<file path="src/rtl/monoflop_multi.sv">
// Monoflop_multi: N independent digital monostables modelled on the '123/'221
// family. Each channel has its own edge detectors, down-counter and registered
// q/q_/done outputs. RETRIG selects retriggerable behaviour for all channels.
module monoflop_multi #(
   parameter int N      = 2,
   parameter int W      = 16,
   parameter int RETRIG = 1
) (
   input  logic           clk,
   input  logic           rst,
   input  logic [N-1:0]   a_,
   input  logic [N-1:0]   b,
   input  logic [N-1:0]   clr_,
   input  logic [N*W-1:0] tw,
   output logic [N-1:0]   q,
   output logic [N-1:0]   q_,
   output logic [N-1:0]   done
);

   localparam logic [W-1:0] ONE = W'(1);

   for (genvar i = 0; i < N; i++) begin : g_ch
      logic [W-1:0] cnt;
      logic [W-1:0] cntNext;
      logic [W-1:0] twi;
      logic         aP;
      logic         bP;
      logic         clrP;
      logic         armed;
      logic         qReg;
      logic         qnReg;
      logic         doneReg;
      logic         trig;
      logic         fire;
      logic         doneNext;

      assign twi = tw[i*W +: W];

      // Trigger detection and next counter value. The edge history resets to
      // idle levels, so in the first cycle after reset a trigger input that was
      // held active through reset would look like a fresh edge; 'armed' masks
      // that single cycle so a real edge is required after reset.
      always_comb begin
         trig     = armed & ((aP & ~a_[i] & b[i]) |
                             (~bP & b[i] & ~a_[i]) |
                             (~clrP & clr_[i] & ~a_[i] & b[i]));
         fire     = trig & (twi != '0) & ((RETRIG != 0) | (cnt == '0));
         cntNext  = cnt;
         doneNext = 1'b0;
         if (!clr_[i]) begin
            cntNext = '0;
         end else if (fire) begin
            cntNext = twi;
         end else if (cnt != '0) begin
            cntNext  = cnt - ONE;
            doneNext = (cnt == ONE);
         end
      end

      // State registers: reset dominates clear, clear dominates triggers.
      always_ff @(posedge clk) begin
         if (rst) begin
            cnt     <= '0;
            qReg    <= 1'b0;
            qnReg   <= 1'b1;
            doneReg <= 1'b0;
            aP      <= 1'b1;
            bP      <= 1'b0;
            clrP    <= 1'b1;
            armed   <= 1'b0;
         end else begin
            cnt     <= cntNext;
            qReg    <= (cntNext != '0);
            qnReg   <= (cntNext == '0);
            doneReg <= doneNext;
            aP      <= a_[i];
            bP      <= b[i];
            clrP    <= clr_[i];
            armed   <= 1'b1;
         end
      end

      assign q[i]    = qReg;
      assign q_[i]   = qnReg;
      assign done[i] = doneReg;
   end

endmodule

</file>
<file path="config.mk">
export PLATFORM = sky130hd
export DESIGN_NAME = monoflop_multi
export DESIGN_NICKNAME = d
export VERILOG_FILES = /design/src/rtl/monoflop_multi.sv
export SDC_FILE = /design/constraint.sdc
export NUM_CORES = 1
export LEC_CHECK = 0
export ABC_AREA = 0
export BUFFER_PORTS_ARGS = -buffer_cell sky130_fd_sc_hd__buf_2
export CAP_MARGIN = 0
export CORE_MARGIN = 2
export CORE_UTILIZATION = 55
export CTS_CLUSTER_DIAMETER = 60
export DETAILED_ROUTE_END_ITERATION = 10
export PLACE_DENSITY = 0.89
export SYNTH_ARGS = -nofsm -noshare
export SYNTH_HDL_FRONTEND = slang
export SYNTH_SLANG_ARGS = --single-unit
</file>
<file path="constraint.sdc">
create_clock -name clk -period 2.8 [get_ports clk]
set_clock_uncertainty 0.05 [all_clocks]
set_input_delay 0.28 -clock clk [delete_from_list [all_inputs] [get_ports clk]]
set_output_delay 0.28 -clock clk [all_outputs]
set_load 0.005 [all_outputs]
</file>
==> results.md <==
- Rel. slew slack: around 58%
- H-tree depth: 2
- Row count: 25
- Vias in the first global route: 2,494
- Die H: 74.6 µm
- Synthesis-to-finish area growth: 14.8%
- Largest net degree at the start of global routing: 18
- Vias per cell: 6.20
- Number of enable flip-flop cells after synthesis: 0
- Placed cell count: 451
- Synth Flop Type: dfxtp_1
- Clock Sinks: 45
- Total wire length: 7.15 mm
- IO Port Bufs: 45
- Top-Level Pins: 46
- Final core utilization: about 66%
- Crit path max fanout: 10
- Final TNS setup: 0 ns
- Via count: 2,845
- Gr usage total: 26.9%
- Pwr dens: around 1500 nW/µm²
- Mapped Avg Cell Area: around 8.0 µm²
- Initial Utilization: 57.7%
- Clock root cell: clkbuf_8
- Worst Slack Setup Final: ~0.14 ns
- Die area: about 5600 µm²
- Layout cell share with drive strength beyond 1: approximately a fifth
- CTS tree: yes
- Req. time, crit path: 2.99 ns
- Max Buffers Root-to-Sink: 2
- Worst Hold Class: input port to register
- Final cell count without fillers: between 400 and 500
- Final #Nets: about 440
- Clock transition at the registers of the reported paths: roughly 0.090 ns
- Worst-margin pin slew: 0.631 ns
- Max Cap Viol: 0
- Post-Syn Area: 2740 µm²
- DP Worst Slack: around 0.19 ns
- Worst setup EP type: register
- Cells resized by post-CTS repair: 0
- Synth Warn #: 0
- CP Launch Type: register
- Post-DP HPWL: 5.56 mm
- DRT Pass-1 Iters: 4
- Initial drt markers: between 200 and 250
- Dominant cells by area after synthesis: dfxtp_1 (33%), nor2_1 (6.2%), nand2_1 (4.7%)
- First-pass GRT wire length: between 10 and 15 mm
- Post-route clock period utilization: roughly 95%
- Library cells used by synthesis: 61
- RSZ-0062 raised after global routing: false
- Clk_lat worst skew: ~0.30 ns
- DR WL/cell: between 15 and 20 µm
- Seq cells post-synth: between 40 and 50
- Post-route ant nets: 0
- Max Fclk: roughly 0.38 GHz
- Asr flop ratio synth: 0%
- Post-synth top area share: 32.9%
- Slew Viols, Final: 0
- WS Path Type: register to register
- Drc violations: 0
- Total power: roughly 4600 µW
- GPL Wtd Cong: between 0.9 and 1
- Initial antenna violation count: 0
- R2R setup slack: 0.14 ns
- Leak Pwr: ~0.0013 µW
- Status: finished clean
- CTS Hold Bufs: 0
- CORE AREA: about 4800 µm²
- N_diodes: 0
- Synth area leader: dfxtp_1
- Post-CTS setup buffers: 0
- Cts bufs inserted: 5
- Net Count, Synth: about 390
- Fin crit period: roughly 2.7 ns
- Post-synthesis sequential area ratio: approximately a third
- Endpoints failing setup: 0
- Crit path DAT: approximately 2.9 ns
- Peak supply drop: 0.000929 V
- Hold Vio Cnt, Final: 0
- Total gr overflow: 0
- Synth Instances: roughly 340
- Die span in x: roughly 75 µm
==> area by class of cell <==
cell class | count | area (µm²)
Multi-Input combinational cell | 270 | 1710
Inverter | 11 | 41.3
Timing Repair Buffer | 58 | 323
Fill cell | 404 | 1610
Tap cell | 67 | 83.8
Sequential cell | 45 | 901
Clock inverter | 1 | 7.51
Clock buffer | 7 | 76.3
==> cells in the mapped netlist, types with 3 or more instances <==
library cell,n
and2_1,4
o21ai_0,11
xnor2_1,7
o21a_1,3
a21oi_1,13
nor2b_1,5
clkbuf_1,9
a22oi_1,4
nor3_1,16
nand4_1,7
dfxtp_1,45
nand3_1,11
o31a_1,5
a211oi_1,8
a311oi_1,4
inv_1,11
xor2_1,10
nand2b_1,5
o211ai_1,3
o31ai_1,3
nand2_1,34
ha_1,5
nor2_1,45
and3_1,3
nor4_1,14
buf_4,6
nor3b_1,6
==> layer usage <==
metal	share of wire (%)	track usage (%)	vias up
li1	-	-	1365
met1	45	37.4	1333
met2	46	42.8	138
met3	8.6	5.42	9
met4	1.0	6.75	0
met5	0	0	-
==> critical path: stages (launching register included) <==
cell,delay [ns]
dfxtp_1,0.38
inv_1,0.11
ha_1,0.20
nor3b_2,0.17
buf_4,0.20
nand3_1,0.16
o31a_1,0.29
o31ai_1,0.36
nand2_1,0.11
nor4_1,0.34
a311o_1,0.23
==> per-stage QoR <==
| step | cell area (µm²) | hold WS, ns |
|---|---|---|
| 2_1_floorplan | 2740 | 0.302 |
| 3_5_place_dp | 3060 | 0.440 |
| 3_3_place_gp | 3060 | 0.431 |
| 6_report | 3150 | 0.134 |
| 5_1_grt | 3150 | 0.130 |
| 4_1_cts | 3140 | 0.132 |
==> state kept, by name, indices dropped and copies added, names as in the netlist <==
signal        count
g_ch.clrP         2
g_ch.bP           2
g_ch.aP           2
g_ch.qReg         2
g_ch.cnt         32
g_ch.armed        1
g_ch.doneReg      2
g_ch.qnReg        2
==> path summary, 6_finish.rpt <==
check                  from             end  cells past startpoint
min reg2reg  g_ch[1].cnt[3]  g_ch[1].cnt[3]                      2
max reg2reg  g_ch[0].cnt[0]   g_ch[0].qnReg                     10
min                   a_[0]      g_ch[0].aP                      2
max          g_ch[0].cnt[0]   g_ch[0].qnReg                     10
==> cells by family (layout without fill, tap and decap cells) <==
family	after synthesis	in the layout	share of synthesized area, %
AOI/OAI and AO/OA	78	78	21.2
xor gates and xnor gates	17	17	5.43
adders and majority gates	5	5	2.28
buffers and inverters	29	77	4.88
DFF	45	45	32.9
muxes	4	4	1.55
and+or+nand+nor	166	166	31.8
==> placed cells by master, fill, tap and decap left out, drive strengths merged, types with 11 or more instances in the layout <==
cell type,instances
a21oi,13
inv,11
nand2,34
nand3,12
o21ai,13
dfxtp,45
nor4,17
nor2,45
buf,58
nor3,17
==> power by group <==
part	switching [µW]	internal (µW)	total, µW	leakage, µW
Sequential	247	834	1080	0.000370
Combinational	1770	1360	3130	0.000915
Clock	217	177	393	0.0000385
Total	2230	2370	4600	0.00132
Note: power is estimated with default switching activity, not from simulation.
